[src/rtl/dbg_run_ctrl.sv]
// Run/halt/step and register-dump controller for the pipelined CPU.
// Optional breakpoint comparator is enabled by defining DBG_BREAKPOINT_EN.
module dbg_run_ctrl #(
  parameter int DRAIN_CYCLES = 5,
  parameter int MAX_CYCLES   = 100,
  parameter int NREG         = 32
) (
  input  logic        clk,
  input  logic        rst,
  input  logic        halt_req,
  input  logic        step_req,
  input  logic        resume_req,
  input  logic        dump_req,
`ifdef DBG_BREAKPOINT_EN
  input  logic [31:0] pc_in,
  input  logic [31:0] bp_addr,
  input  logic        bp_en,
`endif
  output logic        fetch_en,
  output logic        cpu_en,
  output logic [4:0]  reg_sel,
  input  logic [31:0] reg_data,
  output logic        dump_valid,
  input  logic        dump_ready,
  output logic [4:0]  dump_idx,
  output logic [31:0] dump_data,
  output logic        dump_done,
  output logic        halted,
  output logic [31:0] cycle_cnt
);

  localparam int              DW         = (DRAIN_CYCLES < 2) ? 1 : $clog2(DRAIN_CYCLES + 1);
  localparam logic [DW-1:0]   DRAIN_LOAD = DW'(DRAIN_CYCLES);
  localparam logic [31:0]     WD_LAST    = 32'(MAX_CYCLES - 1);
  localparam logic [4:0]      LAST_IDX   = 5'(NREG - 1);

  typedef enum logic [2:0] {
    S_RUN,
    S_DRAIN,
    S_HALTED,
    S_STEP,
    S_DUMP_SEL,
    S_DUMP_OUT
  } state_t;

  state_t        state, state_nxt;
  logic [DW-1:0] drain_cnt, drain_nxt;
  logic [4:0]    idx_nxt, sel_nxt;
  logic [31:0]   data_nxt;
  logic          valid_nxt, done_nxt;
  logic          fetch_nxt, cpu_nxt, halted_nxt;
  logic          wd_hit, bp_hit;

  assign wd_hit = (MAX_CYCLES != 0) && (cycle_cnt == WD_LAST);

`ifdef DBG_BREAKPOINT_EN
  // Masks the match for one RUN cycle after resume so execution can leave the breakpoint.
  logic resumed;

  always_ff @(posedge clk or posedge rst) begin
    if (rst) resumed <= 1'b0;
    else     resumed <= (state == S_HALTED) && (state_nxt == S_RUN);
  end

  assign bp_hit = bp_en && (pc_in == bp_addr) && !resumed;
`else
  assign bp_hit = 1'b0;
`endif

  always_comb begin
    state_nxt = state;
    drain_nxt = drain_cnt;
    idx_nxt   = dump_idx;
    sel_nxt   = reg_sel;
    data_nxt  = dump_data;
    valid_nxt = dump_valid;
    done_nxt  = 1'b0;
    case (state)
      S_RUN: begin
        if (halt_req || wd_hit || bp_hit) begin
          state_nxt = S_DRAIN;
          drain_nxt = DRAIN_LOAD;
        end
      end
      S_DRAIN: begin
        drain_nxt = drain_cnt - 1'b1;
        if (drain_cnt <= 1) state_nxt = S_HALTED;
      end
      S_HALTED: begin
        if (dump_req) begin
          state_nxt = S_DUMP_SEL;
          idx_nxt   = '0;
          sel_nxt   = '0;
        end else if (step_req) begin
          state_nxt = S_STEP;
        end else if (resume_req) begin
          state_nxt = S_RUN;
        end
      end
      S_STEP: begin
        state_nxt = S_DRAIN;
        drain_nxt = DRAIN_LOAD;
      end
      S_DUMP_SEL: begin
        data_nxt  = reg_data;
        valid_nxt = 1'b1;
        state_nxt = S_DUMP_OUT;
      end
      S_DUMP_OUT: begin
        if (dump_ready) begin
          valid_nxt = 1'b0;
          if (dump_idx == LAST_IDX) begin
            done_nxt  = 1'b1;
            idx_nxt   = '0;
            sel_nxt   = '0;
            state_nxt = S_HALTED;
          end else begin
            idx_nxt   = dump_idx + 5'd1;
            sel_nxt   = dump_idx + 5'd1;
            state_nxt = S_DUMP_SEL;
          end
        end
      end
      default: state_nxt = S_RUN;
    endcase

    fetch_nxt  = 1'b0;
    cpu_nxt    = 1'b0;
    halted_nxt = 1'b0;
    case (state_nxt)
      S_RUN, S_STEP: begin
        fetch_nxt = 1'b1;
        cpu_nxt   = 1'b1;
      end
      S_DRAIN:                          cpu_nxt    = 1'b1;
      S_HALTED, S_DUMP_SEL, S_DUMP_OUT: halted_nxt = 1'b1;
      default: begin
        fetch_nxt = 1'b1;
        cpu_nxt   = 1'b1;
      end
    endcase
  end

  always_ff @(posedge clk or posedge rst) begin
    if (rst) begin
      state      <= S_RUN;
      drain_cnt  <= '0;
      fetch_en   <= 1'b1;
      cpu_en     <= 1'b1;
      halted     <= 1'b0;
      reg_sel    <= '0;
      dump_idx   <= '0;
      dump_data  <= '0;
      dump_valid <= 1'b0;
      dump_done  <= 1'b0;
      cycle_cnt  <= '0;
    end else begin
      state      <= state_nxt;
      drain_cnt  <= drain_nxt;
      fetch_en   <= fetch_nxt;
      cpu_en     <= cpu_nxt;
      halted     <= halted_nxt;
      reg_sel    <= sel_nxt;
      dump_idx   <= idx_nxt;
      dump_data  <= data_nxt;
      dump_valid <= valid_nxt;
      dump_done  <= done_nxt;
      if (cpu_en) cycle_cnt <= cycle_cnt + 32'd1;
    end
  end

endmodule

[config.mk]
export PLATFORM = sky130hd
export DESIGN_NAME = dbg_run_ctrl
export DESIGN_NICKNAME = d
export VERILOG_FILES = /design/src/rtl/dbg_run_ctrl.sv
export SDC_FILE = /design/constraint.sdc
export NUM_CORES = 1
export LEC_CHECK = 0
export BUFFER_PORTS_ARGS = -buffer_cell sky130_fd_sc_hd__buf_2
export CAP_MARGIN = 40
export CELL_PAD_IN_SITES_DETAIL_PLACEMENT = 0
export CELL_PAD_IN_SITES_GLOBAL_PLACEMENT = 1
export CORE_MARGIN = 3
export CORE_UTILIZATION = 35
export DETAILED_ROUTE_END_ITERATION = 8
export GPL_ROUTABILITY_DRIVEN = 0
export HOLD_SLACK_MARGIN = 0.15
export PLACE_DENSITY = 0.85
export REMOVE_ABC_BUFFERS = 1
export SETUP_SLACK_MARGIN = 0.15
export SLEW_MARGIN = 15
export SYNTH_ARGS = -nofsm -noshare
export SYNTH_HDL_FRONTEND = slang
export SYNTH_SLANG_ARGS = --single-unit
[constraint.sdc]
create_clock -name clk -period 2.1 [get_ports clk]
set_clock_uncertainty 0.1 [all_clocks]
set_input_delay 0.105 -clock clk [delete_from_list [all_inputs] [get_ports clk]]
set_output_delay 0.105 -clock clk [all_outputs]
set_load 0.05 [all_outputs]
==> results of run 1 <==
## timing repair
item	in CTS	in global routing
resized for setup	1	8
endpoints found under the setup margin	1	22
hold endpoints to repair	124	0
setup buffers	1	4
hold buffers	39	0
pin swaps	1	5
## logic make-up (layout without fill, tap and decap cells)
| kind of cell | after synthesis | in the layout | synth area share |
|---|---|---|---|
| and+or+nand+nor | 100 | 100 | 0.173 |
| muxes | 33 | 33 | 0.103 |
| AOI/OAI and AO/OA | 24 | 24 | 0.0484 |
| adders and majority gates | 4 | 4 | 0.0139 |
| DFF | 80 | 80 | 0.558 |
| xor gates and xnor gates | 31 | 31 | 0.0755 |
| buffers and inverters | 20 | 186 | 0.0285 |
## registers in the layout (all words and copies together), names as in the netlist
register    count
cycle_cnt      32
fetch_en        1
dump_valid      1
state           3
cpu_en          1
dump_done       1
drain_cnt       3
halted          1
dump_idx        5
dump_data      32
## final timing paths
path	from	to	slack, ps	depth (start not counted)
setup / recovery	state[1]$_DFF_PP0_	fetch_en$_DFF_PP1_	220	4
hold reg to reg	dump_valid$_DFFE_PP0P_	dump_valid$_DFFE_PP0P_	370	1
min in group clk	dump_valid$_DFFE_PP0P_	dump_valid$_DFFE_PP0P_	370	1
setup reg to reg	state[1]$_DFF_PP0_	fetch_en$_DFF_PP1_	220	4
max in group asynchronous	rst	cpu_en$_DFF_PP1_	960	4
hold / removal	rst	dump_data[6]$_DFFE_PP0P_	260	3
## report_power, final
group          switching [mW]  total (mW)  leakage (nW)  internal, mW
Clock                   0.525        1.21         0.101         0.690
Sequential              0.163        1.89          1.00          1.73
Combinational           0.992        1.39          1.30         0.402
## per-layer routing
| layer | up-vias | global-route usage |
|---|---|---|
| li1 | 1372 | - |
| met1 | 1367 | 0.199 |
| met2 | 99 | 0.246 |
| met3 | 13 | 0.0336 |
| met4 | 0 | 0.0631 |
| met5 | - | 0 |
## layout make-up
class | instances | area (sq um) | share of cell area
clock inverters | 3 | 67.6 | 0.0135
inverters | 8 | 31.3 | 0.00626
well taps | 133 | 166 | 0.0333
repair buffers | 164 | 1060 | 0.212
clock buffers | 11 | 141 | 0.0283
flip-flops and latches | 80 | 2010 | 0.401
multi-input cells | 192 | 1520 | 0.305
## worst max-delay path: stages (launching register included)
cell and delay [ps]:
dfrtp_1 540, nor2b_1 360, nand3_1 150, dlygate4sd3_1 600
o31ai_2 60
## synthesized netlist by cell type (all sizes together) (2+ instances only)
library cell  number  area [sq um]
nor2b              4          25.0
ha                 4          50.1
nand2             22          82.6
and4bb             2          25.0
buf               12          72.6
nor3               4          20.0
o21ai             11          55.1
xnor2             27           236
dfstp              2          52.6
dfrtp             78          1950
and3               5          31.3
o31ai              2          20.0
or3                2          12.5
xor2               4          35.0
nor2               9          33.8
nand3             13          65.1
nor4              11           120
nor3b              3          27.5
nand4             18           128
inv                8          30.0
or2                3          18.8
mux2              33           372
==> flow_metrics.py, run 1 <==
metrics = {
    "synth": {
        "avgSynthCellArea_sq_um": 12.3,
        "yosysWarnings": 0,
        "ys_seq_elements": 80,
        "netlist_area_sq_um": 3590,
        "synth.yosys.seq_area_share": 0.558,
        "ys.flop_type": "dfrtp_1",
        "synth_edf_count": 0,
        "netlist-cell-type-count": 43,
        "async_flop_share": 1.00,
        "syn_inst": 292,
    },
    "clock_network": {
        "cts_buffers": 9,
        "ctsLongestPathBuffers": 2,
        "clockRootBuffer": "clkbuf_8",
        "cts.clk_slew.worst_paths_ps": 80,
        "worstSkewPairLatency_ps": 340,
        "htreeDepth": 3,
        "cts_sinks": 80,
        "cts_tree": "done",
    },
    "final_layout": {
        "fin_cells": 591,
        "fillers": 866,
        "final_common_cell": "buf_2",
        "antenna_cells": 0,
        "design_area_sq_um": 5000,
        "utilization": 0.507,
        "syn_to_final_growth_pct": 39.0,
        "final_cell_mix": "buf_2 (117), dfrtp_1 (77), dlygate4sd3_1 (39)",
        "drive_gt1_frac": 0.424,
        "nNetsFinal": 498,
    },
    "timing": {
        "fmax_mhz": 533,
        "setup_violations": 0,
        "finalMaxSlewViolations": 0,
        "finalCritPeriodShare": 0.894,
        "setup-tns-final_ps": 0,
        "hold_viol": 0,
        "grt_setup_unrepaired": "yes",
        "whs_ps": 257,
        "finalCriticalPeriod_ps": 1880,
        "slew_headroom": 0.635,
        "layout_setup_ws_ps": 222,
        "worst_slew_pin_slew_ps": 548,
    },
    "power": {
        "leakage_nw": 2.40,
        "worst_ir_drop_vdd_uv": 589,
        "power_density_nw_per_um2": 901,
        "power.total_mw": 4.50,
    },
    "global_routing": {
        "grt_overflow": 0,
        "grt_pass1_vias": 2874,
        "grt_pass1_wl_microns": 14000,
        "grt_util_all_layers": 0.153,
        "grt_max_degree": 49,
        "grt_antenna_before_repair": 0,
    },
    "worst_setup_path": {
        "cp_max_fo": 10,
        "critPathRequiredTime_ps": 2270,
        "crit_type": "reg -> reg",
        "crit_arrival_ps": 2040,
        "critPathCaptureType": "register",
        "critPathLaunchType": "register",
    },
    "routing": {
        "drc": 0,
        "first_iter_violations": 123,
        "drtAntennaViolNets": 0,
        "finalWirelength_microns": 8740,
        "via_per_inst": 4.82,
        "dr_wl_met3_microns": 532,
        "wl_per_cell_microns": 14.8,
        "top_layer": "met4",
        "wl_met2_microns": 4030,
        "wl_met1_microns": 4050,
        "vias": 2851,
        "firstDrtPassIters": 4,
    },
    "floorplanning": {
        "start_util": 0.364,
        "dieArea_sq_um": 11500,
        "die_h_microns": 107,
        "placementRows": 36,
        "pin_count": 118,
        "coreArea_sq_um": 9860,
        "die_x_microns": 107,
    },
    "run": {
        "cap_violations": 0,
    },
    "status": {
        "outcome": "complete, no violations",
    },
    "min_path": {
        "hold_class": "in -> async",
    },
    "placement": {
        "placed_cells_incl_taps": 533,
        "place_ws_ps": 80.1,
        "io_buffers": 117,
        "hpwl_microns": 5900,
        "placed_area_sq_um": 4330,
    },
}
Note: power is estimated with default switching activity, not from simulation.
==> run 2: changes to the inputs <==
ABC_AREA = 1   (was default)
PLACE_DENSITY = 0.87   (was 0.85)
==> run 2 against run 1 <==
Clock power down 3%; sequential share of layout area shrank 1.8 points; via count increased by 15%; final cell count rose by 20%; area after synthesis rose by 8.0%; synthesized cell count rose by 39%; critical endpoint is now cycle_cnt[30]$_DFFE_PP0P_; highest routed layer unchanged.
==> flow_metrics.py, run 2 <==
metrics = {
    "timing": {
        "hold_viol": 0,
        "finalCriticalPeriod_ps": 1770,
        "fmax_mhz": 565,
        "grt_setup_unrepaired": "no",
        "worst_slew_pin_slew_ps": 563,
        "setup-tns-final_ps": 0,
        "whs_ps": 187,
        "slew_headroom": 0.624,
        "layout_setup_ws_ps": 329,
        "finalCritPeriodShare": 0.844,
        "setup_violations": 0,
        "finalMaxSlewViolations": 0,
    },
    "synth": {
        "synth_most_common_cell": "nand2_1",
        "synth.yosys.seq_area_share": 0.516,
        "yosysWarnings": 0,
        "ys_seq_elements": 80,
        "yosys-top-cells-area": "dfrtp_1 (50%), mux2_2 (9.3%), nand2_1 (7.8%)",
        "ys.flop_type": "dfrtp_1",
        "synth_top_area_frac": 0.503,
        "avgSynthCellArea_sq_um": 9.54,
        "netlist-cell-type-count": 33,
        "synth_edf_count": 0,
        "syn_inst": 407,
        "netlist_top_cells_count": "nand2_1 (81), dfrtp_1 (78), inv_1 (53)",
        "async_flop_share": 1.00,
        "synth_top_area_cell": "dfrtp_1",
        "netlist_area_sq_um": 3880,
    },
    "worst_setup_path": {
        "reg2reg_slack_ps": 330,
        "crit_chain": "ha_1 -> nand2_2 -> nor2_2 -> nand2_2 -> nor2_4 -> nand2_2 -> nor2_8 -> nand2_1 -> nand2_1 -> nand2_1",
        "crit_arrival_ps": 1920,
        "max_stage_delay_ps": 420,
        "critPathLaunchType": "register",
        "crit_family": "simple AND/OR/NAND/NOR gates",
        "critPathRequiredTime_ps": 2250,
        "cp_slowest_cell": "dfrtp_1",
        "crit_type": "reg -> reg",
        "critPathCaptureType": "register",
        "cp_max_fo": 9,
        "path_buf_inv": 0,
    },
    "clock_network": {
        "cts_buffers": 9,
        "cts_tree": "done",
        "cts_resized": 0,
        "cts_sinks": 80,
        "cts.clk_slew.worst_paths_ps": 80,
        "clockRootBuffer": "clkbuf_8",
        "ctsLongestPathBuffers": 2,
        "htreeDepth": 3,
        "worstSkewPairLatency_ps": 360,
    },
    "final_layout": {
        "antenna_cells": 0,
        "syn_to_final_growth_pct": 34.6,
        "reg_top3": "cycle_cnt (32), dump_data (32), dump_idx (5)",
        "utilization": 0.495,
        "drive_gt1_frac": 0.354,
        "final_cell_mix": "buf_2 (117), nand2_1 (81), dfrtp_1 (78)",
        "final_common_cell": "buf_2",
        "nNetsFinal": 611,
    },
    "floorplanning": {
        "die_x_microns": 111,
        "coreArea_sq_um": 10600,
        "placementRows": 37,
        "dieArea_sq_um": 12400,
        "die_h_microns": 111,
        "start_util": 0.368,
        "pin_count": 118,
    },
    "placement": {
        "io_buffers": 117,
        "place_ws_ps": 343,
        "hpwl_microns": 6920,
    },
    "global_routing": {
        "grt_max_degree": 38,
        "grt_antenna_before_repair": 0,
        "grt_overflow": 0,
        "grt_util_all_layers": 0.164,
        "grt_pass1_wl_microns": 16500,
        "grt_pass1_vias": 3450,
    },
    "power": {
        "worst_ir_drop_vdd_uv": 1090,
        "power_density_nw_per_um2": 1440,
        "power.total_mw": 7.50,
        "leakage_nw": 2.76,
    },
    "routing": {
        "drc": 0,
        "vias": 3273,
        "finalWirelength_microns": 9880,
        "wl_per_cell_microns": 13.9,
        "first_iter_violations": 159,
        "firstDrtPassIters": 6,
        "drtAntennaViolNets": 0,
        "via_per_inst": 4.62,
    },
    "run": {
        "cap_violations": 0,
    },
    "status": {
        "outcome": "complete, no violations",
    },
    "min_path": {
        "hold_class": "in -> reg",
    },
}
==> run 2: changes by cell type in the layout (fill, tap and decap cells not counted), sizes merged, moves of 6 or more <==
cell   delta
xor2     +18
nor3      +9
a21oi     +6
nand3     +9
inv      +54
xnor2    -27
nand2    +67
nand4    -11
nor2     +31
nor4      -6
==> run 2: final timing paths <==
path                                          startpoint                        end  cells past startpoint
worst max register to register  cycle_cnt[0]$_DFFE_PP0P_  cycle_cnt[30]$_DFFE_PP0P_                     10
worst min-delay path                          resume_req         state[2]$_DFF_PP0_                      6
worst min register to register    dump_valid$_DFFE_PP0P_     dump_valid$_DFFE_PP0P_                      2
worst max-delay path            cycle_cnt[0]$_DFFE_PP0P_  cycle_cnt[30]$_DFFE_PP0P_                     10
min in group asynchronous                            rst   dump_data[5]$_DFFE_PP0P_                      3
max in group asynchronous                            rst         fetch_en$_DFF_PP1_                      4
==> run 2: logic make-up after synthesis <==
kind of cell    after synthesis  share of synthesized area
xor+xnor                     22                     0.0496
buf+inv                      71                     0.0748
flops                        80                      0.516
simple gates                179                      0.226
compound gates               19                     0.0271
mux                          32                     0.0928
fa+ha+maj                     4                     0.0129
==> run 2: tightest hold or removal path, stage by stage <==
cell     delay (ps)
buf_2            90
inv_1            80
nand2_1          60
a21oi_1         150
nor3_2           70
inv_1            50
==> run 2: repair_timing <==
item / CTS / global route
hold buffers: 38 / 0
endpoints found under the hold margin: 118 / 0
setup buffers: 0 / 0
==> run 2: cell type report <==
type | count | area, sq um
Clock inverter | 6 | 68.8
Inverter | 62 | 234
Clock buffer | 10 | 138
Sequential cell | 80 | 2000
Timing Repair Buffer | 159 | 1020
Multi-Input combinational cell | 256 | 1590
Tap cell | 136 | 170
Fill cell | 954 | 5330
==> run 2: power by group <==
group          switching [mW]  total (mW)  internal, mW
Sequential              0.392        2.47          2.07
Combinational            2.75        3.86          1.11
Clock                   0.592        1.17         0.583
Total                    3.73        7.50          3.77
==> run 2: stage by stage <==
stage,area [sq um],instances
5_1_grt,5220,709
6_report,5220,709
3_5_place_dp,4640,655
3_3_place_gp,4640,655
2_1_floorplan,3820,398
4_1_cts,5220,709
==> run 2: metal layers <==
metal	up-vias	part of all wire	global-route usage
met5	-	0	0
met4	0	0.021	0.0592
met3	20	0.079	0.0611
met2	114	0.48	0.270
met1	1528	0.42	0.199
li1	1611	-	-
==> run 3: changes to the inputs <==
ABC_AREA = 0   (was 1)
CORE_UTILIZATION = 39   (was 35)
PLACE_DENSITY = 0.89   (was 0.87)
clock period = 1.8 ns   (was 2.1 ns; I/O delays follow)
==> run 3 against run 2 <==
The flow now finishes with violations (hold timing); count of clock-buffer cells in the layout increased by 2; critical path depth decreased by 2; wire length decreased by 6.6%; utilization increased by 12 points; die area decreased by 16%; clock power increased by 18%; sequential power decreased by 12%; first-iteration DRC count decreased by 25%; non-clock buffer count increased by 53; fmax decreased by 1.4%; critical path type unchanged; largest power group is now registers.
==> flow_metrics.py, run 3 (same netlist as run 1, synthesis figures left out) <==
metrics = {
    "status": {
        "outcome": "finished with violations",
        "violations": "hold timing",
    },
    "timing": {
        "finalMaxSlewViolations": 0,
        "grt_setup_unrepaired": "yes",
        "setup_violations": 0,
        "worst_slew_pin_slew_ps": 535,
        "fmax_mhz": 557,
        "whs_ps": -5.66,
        "finalCriticalPeriod_ps": 1800,
        "slew_headroom": 0.643,
        "finalCritPeriodShare": 0.998,
        "hold_viol": 1,
        "setup-tns-final_ps": 0,
    },
    "power": {
        "swShare": 0.372,
        "p_comb_frac": 0.345,
        "seq_power_share": 0.400,
        "p_int_mw": 3.41,
        "power_density_nw_per_um2": 994,
        "leakage_nw": 2.68,
        "worst_ir_drop_vdd_uv": 1170,
        "power_switching_mw": 2.02,
        "clockPowerShare": 0.254,
    },
    "routing": {
        "drtAntennaViolNets": 0,
        "vias": 3074,
        "wl_per_cell_microns": 15.0,
        "drc": 0,
        "firstDrtPassIters": 5,
        "first_iter_violations": 119,
        "finalWirelength_microns": 9220,
        "via_per_inst": 5.00,
    },
    "floorplanning": {
        "pin_count": 118,
        "die_x_microns": 102,
        "start_util": 0.406,
        "coreArea_sq_um": 8850,
        "die_h_microns": 102,
        "placementRows": 34,
        "dieArea_sq_um": 10400,
    },
    "clock_network": {
        "cts_buffers": 9,
        "cts_sinks": 80,
        "htreeDepth": 3,
        "cts_tree": "done",
        "cts.clk_slew.worst_paths_ps": 80,
        "worstSkewPairLatency_ps": 330,
        "ctsLongestPathBuffers": 2,
        "clockRootBuffer": "clkbuf_8",
        "hold_buffers": 37,
    },
    "worst_setup_path": {
        "r2r-start": "dump_idx[1]$_DFFE_PP0P_",
        "crit_type": "reg -> reg",
        "max_stage_delay_ps": 370,
        "critPathLaunchType": "register",
        "crit_start": "dump_idx[1]$_DFFE_PP0P_",
        "critPathRequiredTime_ps": 1950,
        "cp_slowest_cell": "dfrtp_1",
        "crit_arrival_ps": 1940,
        "cp_max_fo": 2,
        "crit_chain": "ha_2 -> and3_4 -> ha_4 -> nand2_2 -> buf_6 -> a211oi_4 -> nand3_2 -> o31ai_2",
        "critPathCaptureType": "register",
    },
    "run": {
        "cap_violations": 0,
    },
    "min_path": {
        "min_from": "dump_ready",
        "hold_class": "in -> reg",
    },
    "global_routing": {
        "met1_usage": 0.226,
        "grt-busiest-layer": "met2",
        "grt_util_all_layers": 0.177,
        "grt_max_degree": 44,
        "grt_pass1_vias": 3085,
        "grt_overflow": 0,
        "grt_pass1_wl_microns": 14600,
        "use_met2": 0.301,
        "grt_antenna_before_repair": 0,
        "grtUsageMet3": 0.0348,
    },
    "final_layout": {
        "final_cell_mix": "buf_2 (117), dfrtp_1 (75), buf_4 (49)",
        "multiInputGateArea_sq_um": 1650,
        "antenna_cells": 0,
        "nNetsFinal": 546,
        "design_area_sq_um": 5470,
        "fillers": 718,
        "drive_gt1_frac": 0.525,
        "seqCellArea_sq_um": 2010,
        "reg_top3": "cycle_cnt (32), dump_data (32), dump_idx (5)",
        "syn_to_final_growth_pct": 52.0,
        "final_common_cell": "buf_2",
        "utilization": 0.618,
    },
    "placement": {
        "hpwl_microns": 6090,
        "placed_area_sq_um": 4560,
        "io_buffers": 117,
    },
}
run 3: path summary, 6_finish.rpt:
path                                        endpoint  slack [ps]  cells after the start
setup / recovery                  fetch_en$_DFF_PP1_           4                      8
hold / removal                dump_valid$_DFFE_PP0P_          -6                      3
setup reg to reg                  fetch_en$_DFF_PP1_           4                      8
hold reg to reg               dump_valid$_DFFE_PP0P_         370                      1
max in group asynchronous         state[1]$_DFF_PP0_         850                      4
min in group asynchronous  dump_data[11]$_DFFE_PP0P_         310                      4
run 3: repair_timing:
item | 4_1_cts | 5_1_grt
hold endpoints to repair | 122 | 3
setup endpoints to repair | 34 | 37
pin swaps | 14 | 9
setup buffers | 7 | 11
gates resized for setup | 23 | 28
run 3: metal layers:
metal	up-vias	wire length, microns
li1	1471	-
met3	10	526
met2	98	4570
met1	1495	4010
met4	0	107
met5	-	0
run 3: final cells by class:
| class | count | share of cell area |
|---|---|---|
| Multi-Input combinational cell | 192 | 0.303 |
| Inverter | 8 | 0.00572 |
| Clock inverter | 3 | 0.0124 |
| Tap cell | 108 | 0.0247 |
| Clock buffer | 12 | 0.0247 |
| Sequential cell | 80 | 0.367 |
| Timing Repair Buffer | 212 | 0.262 |
run 3: power by group through the flow:
stage / logic, mW / registers (mW) / clock network, mW
2_1_floorplan: 0.338 / 3.05 / 0
6_report: 1.88 / 2.18 / 1.38
4_1_cts: 1.79 / 2.17 / 1.44
3_5_place_dp: 1.68 / 2.21 / 0
3_3_place_gp: 1.65 / 2.20 / 0
5_1_grt: 2.00 / 2.21 / 1.51
run 3: stage by stage:
stage / instances / worst slack [ps] / power, mW / hold WS [ps]
global placement: 545 / 7.15 / 3.85 / 118
detailed placement: 545 / -80.9 / 3.89 / 132
CTS: 604 / -31.3 / 5.39 / -36.3
global route: 615 / -62.2 / 5.71 / 2.97
floorplan: 280 / -738 / 3.39 / 124
finish: 615 / 4.13 / 5.43 / -5.66
run 3: critical path: cells and delay by family (launching register included):
family	cells	cell delay [ps]
and+or+nand+nor	3	340
buffers and inverters	1	120
adders and majority gates	2	320
DFF	1	370
AOI/OAI and AO/OA	2	460
